===== src/rtl/triangle_pkg.sv =====
// Shared constants, types and the fixed triangle job table for the job sequencer.
package triangle_pkg;

   localparam int COORD_W     = 3;
   localparam int NUM_JOBS    = 4;
   localparam int FIFO_DEPTH  = 16;
   localparam int ARM_TIMEOUT = 8;

   localparam int JOB_W = $clog2(NUM_JOBS);
   localparam int TMO_W = $clog2(ARM_TIMEOUT);
   localparam int PT_W  = 2 * COORD_W;

   typedef struct packed {
      logic [COORD_W-1:0] x;
      logic [COORD_W-1:0] y;
   } vertex_t;

   typedef enum logic [2:0] {
      ST_IDLE  = 3'd0,
      ST_V0    = 3'd1,
      ST_V1    = 3'd2,
      ST_V2    = 3'd3,
      ST_ARM   = 3'd4,
      ST_RUN   = 3'd5,
      ST_DRAIN = 3'd6,
      ST_DONE  = 3'd7
   } state_t;

   // Job table lookup: three vertices per job; vertex index 3 is unused and returns origin.
   function automatic vertex_t job_vertex(input logic [JOB_W-1:0] job, input logic [1:0] vtx);
      vertex_t v;
      case ({job, vtx})
         4'b00_00: v = '{x: 3'd0, y: 3'd0};
         4'b00_01: v = '{x: 3'd0, y: 3'd2};
         4'b00_10: v = '{x: 3'd2, y: 3'd0};
         4'b01_00: v = '{x: 3'd1, y: 3'd1};
         4'b01_01: v = '{x: 3'd5, y: 3'd1};
         4'b01_10: v = '{x: 3'd3, y: 3'd6};
         4'b10_00: v = '{x: 3'd7, y: 3'd0};
         4'b10_01: v = '{x: 3'd7, y: 3'd7};
         4'b10_10: v = '{x: 3'd0, y: 3'd7};
         4'b11_00: v = '{x: 3'd2, y: 3'd3};
         4'b11_01: v = '{x: 3'd6, y: 3'd5};
         4'b11_10: v = '{x: 3'd4, y: 3'd1};
         default:  v = '{x: 3'd0, y: 3'd0};
      endcase
      return v;
   endfunction

endpackage


===== src/rtl/point_fifo.sv =====
// Synchronous point buffer. A push on a full FIFO is accepted only when a pop
// happens in the same cycle; otherwise it is discarded (the caller flags it).
module point_fifo #(
   parameter int DEPTH = 16,
   parameter int WIDTH = 6
) (
   input  logic             clk,
   input  logic             reset,
   input  logic             push,
   input  logic [WIDTH-1:0] push_data,
   input  logic             pop,
   output logic [WIDTH-1:0] head,
   output logic             full,
   output logic             empty
);

   localparam int AW = $clog2(DEPTH);

   logic [WIDTH-1:0] mem_r [DEPTH];
   logic [AW:0]      wr_ptr_r;
   logic [AW:0]      rd_ptr_r;
   logic             wr_en_s;
   logic             rd_en_s;

   assign empty   = (wr_ptr_r == rd_ptr_r);
   assign full    = (wr_ptr_r[AW] != rd_ptr_r[AW]) && (wr_ptr_r[AW-1:0] == rd_ptr_r[AW-1:0]);
   assign rd_en_s = pop && !empty;
   assign wr_en_s = push && (!full || rd_en_s);
   assign head    = mem_r[rd_ptr_r[AW-1:0]];

   // Storage write; contents need no reset since the pointers define validity.
   always_ff @(posedge clk) begin
      if (wr_en_s) begin
         mem_r[wr_ptr_r[AW-1:0]] <= push_data;
      end
   end

   // Read/write pointers with one wrap bit to distinguish full from empty.
   always_ff @(posedge clk) begin
      if (reset) begin
         wr_ptr_r <= '0;
         rd_ptr_r <= '0;
      end else begin
         if (wr_en_s) begin
            wr_ptr_r <= wr_ptr_r + {{AW{1'b0}}, 1'b1};
         end
         if (rd_en_s) begin
            rd_ptr_r <= rd_ptr_r + {{AW{1'b0}}, 1'b1};
         end
      end
   end

endmodule


===== src/rtl/triangle_job_sequencer.sv =====
// Feeds the fixed triangle job table into the point engine, buffers every emitted
// point for the display side, and only moves to the next job once the buffer drains.
module triangle_job_sequencer
   import triangle_pkg::*;
(
   input  logic               clk,
   input  logic               reset,
   input  logic               start,
   input  logic               tri_busy,
   input  logic               tri_po,
   input  logic [COORD_W-1:0] tri_xo,
   input  logic [COORD_W-1:0] tri_yo,
   output logic               tri_nt,
   output logic [COORD_W-1:0] tri_xi,
   output logic [COORD_W-1:0] tri_yi,
   output logic               pt_valid,
   output logic [COORD_W-1:0] pt_x,
   output logic [COORD_W-1:0] pt_y,
   input  logic               pt_next,
   output logic [JOB_W-1:0]   job_idx,
   output logic [7:0]         pt_count,
   output logic               done,
   output logic               overflow
);

   state_t             state_r;
   state_t             state_next_s;
   logic [TMO_W-1:0]   tmo_cnt_r;
   logic [JOB_W-1:0]   job_idx_r;
   logic [JOB_W-1:0]   job_next_s;
   logic [7:0]         pt_count_r;
   logic               overflow_r;
   logic               tri_nt_r;
   logic [COORD_W-1:0] tri_xi_r;
   logic [COORD_W-1:0] tri_yi_r;
   logic               done_r;
   vertex_t            vtx_next_s;

   logic               capture_s;
   logic               push_s;
   logic               pop_s;
   logic               start_ok_s;
   logic               last_job_s;
   logic               tmo_hit_s;
   logic               fifo_full_s;
   logic               fifo_empty_s;
   logic [PT_W-1:0]    head_s;

   assign capture_s  = (state_r == ST_ARM) || (state_r == ST_RUN) || (state_r == ST_DRAIN);
   assign push_s     = capture_s && tri_po;
   assign pop_s      = pt_next && !fifo_empty_s;
   assign start_ok_s = start && ((state_r == ST_IDLE) || (state_r == ST_DONE));
   assign last_job_s = (job_idx_r == JOB_W'(NUM_JOBS - 1));
   assign tmo_hit_s  = (tmo_cnt_r == TMO_W'(ARM_TIMEOUT - 1));

   point_fifo #(
      .DEPTH (FIFO_DEPTH),
      .WIDTH (PT_W)
   ) u_point_fifo (
      .clk       (clk),
      .reset     (reset),
      .push      (push_s),
      .push_data ({tri_xo, tri_yo}),
      .pop       (pop_s),
      .head      (head_s),
      .full      (fifo_full_s),
      .empty     (fifo_empty_s)
   );

   // Job sequencing next-state logic.
   always_comb begin
      state_next_s = state_r;
      case (state_r)
         ST_IDLE, ST_DONE: begin
            if (start) state_next_s = ST_V0;
            else       state_next_s = state_r;
         end
         ST_V0: state_next_s = ST_V1;
         ST_V1: state_next_s = ST_V2;
         ST_V2: state_next_s = ST_ARM;
         ST_ARM: begin
            if (tri_busy)       state_next_s = ST_RUN;
            else if (tmo_hit_s) state_next_s = ST_DRAIN;
            else                state_next_s = ST_ARM;
         end
         ST_RUN: begin
            if (!tri_busy) state_next_s = ST_DRAIN;
            else           state_next_s = ST_RUN;
         end
         ST_DRAIN: begin
            if (fifo_empty_s) begin
               if (last_job_s) state_next_s = ST_DONE;
               else            state_next_s = ST_V0;
            end else begin
               state_next_s = ST_DRAIN;
            end
         end
         default: state_next_s = ST_IDLE;
      endcase
   end

   // Job index for the coming cycle: restart at 0, advance when a drained job hands over.
   always_comb begin
      job_next_s = job_idx_r;
      if (start_ok_s) begin
         job_next_s = '0;
      end else if ((state_r == ST_DRAIN) && (state_next_s == ST_V0)) begin
         job_next_s = job_idx_r + JOB_W'(1);
      end else begin
         job_next_s = job_idx_r;
      end
   end

   // Vertex to present next cycle; zero outside the three vertex states.
   always_comb begin
      vtx_next_s = '0;
      case (state_next_s)
         ST_V0:   vtx_next_s = job_vertex(job_next_s, 2'd0);
         ST_V1:   vtx_next_s = job_vertex(job_next_s, 2'd1);
         ST_V2:   vtx_next_s = job_vertex(job_next_s, 2'd2);
         default: vtx_next_s = '0;
      endcase
   end

   // State, job index, arm timeout and registered engine/status outputs.
   always_ff @(posedge clk) begin
      if (reset) begin
         state_r   <= ST_IDLE;
         job_idx_r <= '0;
         tmo_cnt_r <= '0;
         tri_nt_r  <= 1'b0;
         tri_xi_r  <= '0;
         tri_yi_r  <= '0;
         done_r    <= 1'b0;
      end else begin
         state_r   <= state_next_s;
         job_idx_r <= job_next_s;
         tmo_cnt_r <= ((state_r == ST_ARM) && (state_next_s == ST_ARM)) ? tmo_cnt_r + TMO_W'(1) : '0;
         tri_nt_r  <= (state_next_s == ST_V0);
         tri_xi_r  <= vtx_next_s.x;
         tri_yi_r  <= vtx_next_s.y;
         done_r    <= (state_next_s == ST_DONE);
      end
   end

   // Per-job captured point count, cleared on entry to a job's first vertex, saturating.
   always_ff @(posedge clk) begin
      if (reset) begin
         pt_count_r <= 8'd0;
      end else if ((state_next_s == ST_V0) && (state_r != ST_V0)) begin
         pt_count_r <= 8'd0;
      end else if (push_s && (pt_count_r != 8'hFF)) begin
         pt_count_r <= pt_count_r + 8'd1;
      end else begin
         pt_count_r <= pt_count_r;
      end
   end

   // Sticky drop flag: a point arrived on a full buffer with no pop to make room.
   always_ff @(posedge clk) begin
      if (reset) begin
         overflow_r <= 1'b0;
      end else if (start_ok_s) begin
         overflow_r <= 1'b0;
      end else if (push_s && fifo_full_s && !pop_s) begin
         overflow_r <= 1'b1;
      end else begin
         overflow_r <= overflow_r;
      end
   end

   assign tri_nt   = tri_nt_r;
   assign tri_xi   = tri_xi_r;
   assign tri_yi   = tri_yi_r;
   assign job_idx  = job_idx_r;
   assign pt_count = pt_count_r;
   assign done     = done_r;
   assign overflow = overflow_r;
   assign pt_valid = !fifo_empty_s;
   assign pt_x     = fifo_empty_s ? '0 : head_s[PT_W-1 -: COORD_W];
   assign pt_y     = fifo_empty_s ? '0 : head_s[COORD_W-1:0];

endmodule


===== config.mk =====
export PLATFORM = sky130hd
export DESIGN_NAME = triangle_job_sequencer
export DESIGN_NICKNAME = d
export VERILOG_FILES = /design/src/rtl/triangle_pkg.sv /design/src/rtl/point_fifo.sv /design/src/rtl/triangle_job_sequencer.sv
export SDC_FILE = /design/constraint.sdc
export NUM_CORES = 1
export LEC_CHECK = 0
export ABC_AREA = 1
export CORE_MARGIN = 3
export CORE_UTILIZATION = 35
export DETAILED_ROUTE_END_ITERATION = 7
export PLACE_DENSITY = 0.49
export SYNTH_ARGS = -nofsm -noshare
export SYNTH_HDL_FRONTEND = slang
export SYNTH_SLANG_ARGS = --single-unit

===== constraint.sdc =====
create_clock -name clk -period 5.4 [get_ports clk]
set_input_delay 1.08 -clock clk [delete_from_list [all_inputs] [get_ports clk]]
set_output_delay 1.08 -clock clk [all_outputs]
set_load 0.005 [all_outputs]

======== Word level (Yosys, flattened, before mapping) ========
Memories as Yosys holds them, arrays and structs flattened. A register that Yosys moved wholly into a read port is not among the register bits.
Cells that the tools add are included.
cells by class
  eq/ne operators ......................... 22
  add/sub/neg operators ................... 5
  bitwise logic cells ..................... 1
  multiplexer cells ....................... 19
  reduce and logical (&&, ||, !) cells .... 25
operators by type and width
  kind                   number
  $pmux W6 S4            3
  $eq A3 B3 Y1 const B   7
  $pmux W3 S7            1
  $pmux W6 S3            1
  $mux W3                5
  $eq A3 B2 Y1 const B   4
  $logic_and A1 B1 Y1    12
  $add A5 B1 Y5 const B  2
  $mux W2                5
  $add A8 B1 Y8 const B  1
  $mux W4                2
  $ne A8 B8 Y1 const B   1
  $reduce_or A2 Y1       4
  $eq A2 B2 Y1 const B   3
  $eq A3 B1 Y1 const B   2
  $eq A5 B5 Y1           1
  $eq A4 B4 Y1           1
  $logic_or A1 B1 Y1     4
  $add A3 B1 Y3 const B  1
  $logic_not A1 Y1       3
  $logic_not A3 Y1       1
  $ne A3 B1 Y1 const B   1
  $add A2 B1 Y2 const B  1
  $eq A2 B1 Y1 const B   1
  other kinds (4)        5
word-level totals
  input bits .............................. 12
  register bits after elaboration ......... 35
  memories ................................ 1
  output and inout bits ................... 26
  word-level logic and storage cells ...... 84
  bits in writable memories ............... 96
memories
  memory              depth  width  rd ports  clocked after memory_dff  write ports  RTL line          text
  u_point_fifo.mem_r  16     6      1         1                         1            point_fifo.sv:19  logic [WIDTH-1:0] mem_r [DEPTH];

======== Depth between registers and ports, before layout ========
  depth after elaboration ................. 11
  gate-level depth with buffers ........... 19
  depth with buffers taken out ............ 19

======== Modules after synthesis ========
From an unflattened synthesis, not the netlist that was laid out.
second synthesis, totals
  cells, all modules ...................... 585
  area, all modules ....................... 5959.5 sq um
by module, submodules not included
  module                  times used  seq. area each (sq um)  area each (sq um)  cells each
  point_fifo              1           3163.0                  4611.9             400
  triangle_job_sequencer  1           500.5                   1347.5             185

======== Worst setup path after synthesis ========
No wires, ideal clock.
  path type ............................... input to register
  start point ............................. in tri_busy
  end point ............................... reg tri_xi_r[1], in the netlist tri_xi[1]
  arrival ................................. 2.471 ns
  required time ........................... 5.266 ns
  buffers on the path ..................... 0
  setup slack ............................. 2.795 ns
  library setup time ...................... 0.134 ns
  stages .................................. 14
  cells stage by stage .................... inv_1 nand3_1 nand2_1 inv_2 nand3_4 nor2_4 nand3_2 o21ai_2 inv_1 ha_1 nor2_1 inv_1 nand2_1 a31oi_1
between the ends
  cells in the longest elaborated chain, start to end .. 9
  elaborated cells on any way between the ends .. 17
  classes of those cells .................. eq/ne (6); mux (9); reduce/logical (2)
RTL lines
  element                               RTL line                                                    text
  from (decl)                           triangle_job_sequencer.sv:9                                 input logic tri_busy,
  $mux W2, on equally long branches     triangle_job_sequencer.sv:87, triangle_job_sequencer.sv:82
  $pmux W3 S7 *                         triangle_job_sequencer.sv:73                                case (state_r)
  $eq A3 B1 Y1 *                        triangle_job_sequencer.sv:107                               end else if ((state_r == ST_DRAIN) && (state_next_s == ST_V0)) begin
  $logic_and A1 B1 Y1 *                 triangle_job_sequencer.sv:107
  $mux W2 *                             triangle_job_sequencer.sv:107
  $mux W2 *                             triangle_job_sequencer.sv:105                               if (start_ok_s) begin
  via job_next_s[1]                     triangle_job_sequencer.sv:30                                logic [JOB_W-1:0] job_next_s;
  $eq A2 B2 Y1 (tied with other cells)  triangle_pkg.sv:32                                          case ({job, vtx})
  $pmux W6 S4                           triangle_pkg.sv:32
  $pmux W6 S3 *                         triangle_job_sequencer.sv:117                               case (state_next_s)
  to (signal assigned)                  triangle_job_sequencer.sv:140                               tri_xi_r <= vtx_next_s.x;
  to (decl)                             triangle_job_sequencer.sv:34                                logic [COORD_W-1:0] tri_xi_r;
The timed path passes the listed nets; every way through them passes the cells marked *. The select of a mux whose other input is x is not followed.
A chain may end at the register's enable or synchronous reset.

==> flow_summary.ini <==
[run_status]
status = finished clean

[yosys]
ys.flop_type = edfxtp_1
synth_area_per_cell_um2 = 11.07
synthDistinctLibCells = 35
ys_async_sr_fraction = 0
yosysSeqAreaShare = 0.6268
syn_area_mm2 = 0.005844
syn-num-nets = 555
ys.warnings.count = 0
synth-edff-count = 96
synth_cells = 528
synth-seq-cells = 135

[layout]
drive_gt1_frac = 0.1140
antennaDiodeCount = 0
area_growth_pct = 19.70
final_net_count = 593
fin_util = 0.4341
nFillCells = 1548

[drt]
drt-met1-wl_mm = 6.184
num_vias = 3825
wl_met3_um = 582
drtIter0Drc = 256
top_layer = met4
drt-total-wl_mm = 13.19
drtAntennaViolNets = 0
drc = 0
dr_wl_met2_mm = 6.305
viasPerCell = 4.811
firstDrtPassIters = 4
wl_per_cell_um = 16.59

[sta]
post-route-period-util = 0.7519
max_freq_mhz = 246.3
worst_slew_margin_rel = 0.4422
worst_pin_slew_ns = 0.8367
setup_violations = 0
finalClockSkew_ns = 0.01058
slew_viol_final = 0
hold_viol_final = 0
fin_tns_setup_ns = 0
rsz0062_at_grt = no
min_period_ns = 4.060

[cts]
ctsHtreeMaxLevel = 4
post_cts_buffers = 0
cts_buffer_depth = 2
cts_hold_buf = 0
clock-sinks = 135
cts_root_buf = clkbuf_16
cts_tree = yes
path_clk_slew_ns = 0.06
cts_resized = 0
cts_buffers = 17
clk_latency_ns = 0.41

[critical_path]
crit_fanout = 25
startpoint_type = flop
slowest_delay_ns = 0.83
cp_num_buf_inv = 2
crit_arrival_ns = 2.98
path_delay_family = buffers and inverters
cpMaxStageDelayCell = dfxtp_1
endpoint_kind = output port
critical_path_class = flop to output port
path_cells = inv_1 -> o211ai_1 -> nand3_1 -> a21oi_1 -> clkdlybuf4s50_1
required_ns = 4.32

[power]
swShare = 0.3143
ir_worst_vdd_v = 0.0002570
pwr-share-comb = 0.250
pwr-share-seq = 0.385
power.density_mw_per_mm2 = 441.0
clkPwrFrac = 0.364
power.leakage_nw = 2.497
totalPowerFinal_w = 0.003085
p_sw_w = 0.0009696
intPower_w = 0.002115

[floorplanning]
rows = 46
dieArea_mm2 = 0.01828
die_h_um = 135.2
core-area_mm2 = 0.01612
die_w_um = 135.2
initial_utilization = 0.3627
io_pins = 38

[hold_path]
hp-class = flop to flop

[grt]
grt_max_degree = 73
grt.overflow.total = 0
antenna_found_initial = 0
grt_pass1_wl_mm = 21.18
grt_pass1_vias = 3787
grt_usage = 0.1536

[placed_design]
port_buffers = 37
gp_congestion = 0.8115
place_hpwl_mm = 9.142

[flow_run]
drv_cap = 0
cell type report:
cell class | instances | area, um^2 | area share
Clock inverter | 15 | 152.6 | 0.02182
Timing Repair Buffer | 38 | 377.9 | 0.05402
Sequential cell | 135 | 3665 | 0.5239
Inverter | 64 | 240.2 | 0.03434
Clock buffer | 17 | 425.4 | 0.06081
Tap cell | 216 | 270.3 | 0.03863
Multi-Input combinational cell | 310 | 1864 | 0.2665
power by group through the flow:
stage / combinational (W) / sequential [W] / clock (W)
2_1_floorplan: 0.000544 / 0.00118 / 0
3_3_place_gp: 0.000782 / 0.00121 / 0
3_5_place_dp: 0.000775 / 0.00121 / 0
4_1_cts: 0.000780 / 0.00119 / 0.00115
5_1_grt: 0.000866 / 0.00119 / 0.00119
6_report: 0.000772 / 0.00119 / 0.00112
path summary, 6_finish.rpt:
kind	from	to	slack, ns	cells past startpoint
worst min register to register	tmo_cnt_r[0]	tmo_cnt_r[0]	0.42	1
worst max register to register	state_r[2]	tri_xi[1]	2.78	14
worst min-delay path	tmo_cnt_r[0]	tmo_cnt_r[0]	0.42	1
worst max-delay path	flop	pt_y[2]	1.34	5
cells in the mapped netlist, types with 2 or more instances:
library cell	count	area (um^2)
edfxtp_1	96	2883
inv_1	56	210.2
nand2_1	54	202.7
a21oi_1	45	225.2
nor2_1	40	150.1
dfxtp_1	39	780.8
o21ai_0	36	180.2
mux2i_1	24	240.2
o211ai_1	24	180.2
nand3_1	23	115.1
ha_1	15	187.7
clkbuf_1	14	52.55
inv_2	8	30.03
nand2_2	6	37.54
nor2_2	5	31.28
nor3_1	5	25.02
a31oi_1	4	25.02
buf_2	4	20.02
nand4_1	4	25.02
xor2_1	4	35.03
nor2_4	3	33.78
nor3b_1	3	22.52
nand3_2	2	20.02
nor3_2	2	20.02
xnor2_1	2	17.52
cells in the final DEF, fill, tap and decap left out, types with 2 or more instances in the layout:
cell type and count:
o21ai_0 36, a21oi_1 45, nand3_1 23, mux2i_1 24, xor2_1 4, nor2_1 40
edfxtp_1 96, clkinvlp_4 4, bufinv_16 2, nand2_1 54, nor3_2 2, ha_1 15
xnor2_1 2, dfxtp_1 38, nor2_4 3, clkdlybuf4s50_1 37, nand2_2 6, inv_1 56
nor3b_1 3, o211ai_1 24, a31oi_1 4, clkinv_2 3, nand3_2 2, clkbuf_16 17
nand4_1 4, inv_6 4, nor3_1 5, nor2_2 5, inv_2 8
layer usage:
layer  track usage  vias to the layer above
met2        0.2359                       91
met5             0                        -
met3       0.03455                        8
li1              -                     1918
met1        0.2123                     1808
met4       0.06047                        0
through the flow:
step           std cells  instance area, um^2  worst slack, ns  hold WS (ns)
6_report             795                 6995            1.340        0.4245
5_1_grt              795                 6995            1.067        0.4563
4_1_cts              795                 6995            1.353        0.4295
3_5_place_dp         763                 6417            1.802        0.4210
3_3_place_gp         763                 6417            1.902        0.4134
2_1_floorplan        528                 5844            2.795        0.4040
state kept, by name, indices dropped and copies added (netlist names), named ones only:
name	flops
u_point_fifo.mem_r	96
pt_count	8
u_point_fifo.rd_ptr_r	5
u_point_fifo.wr_ptr_r	5
state_r	3
tmo_cnt_r	3
tri_xi	3
tri_yi	3
job_idx	2
done	1
overflow	1
tri_nt	1
logic make-up (layout without fill, tap and decap cells):
group / after synthesis / count (layout) / synth area share
AO/OA/AOI/OAI: 112 / 112 / 0.1088
AND/OR/NAND/NOR: 153 / 153 / 0.1280
multiplexers: 24 / 24 / 0.04110
XOR/XNOR: 6 / 6 / 0.008992
flip-flops: 135 / 135 / 0.6268
buffers and inverters: 83 / 134 / 0.05416
adder cells (fa/ha/maj): 15 / 15 / 0.03211
Note: power is estimated with default switching activity, not from simulation.
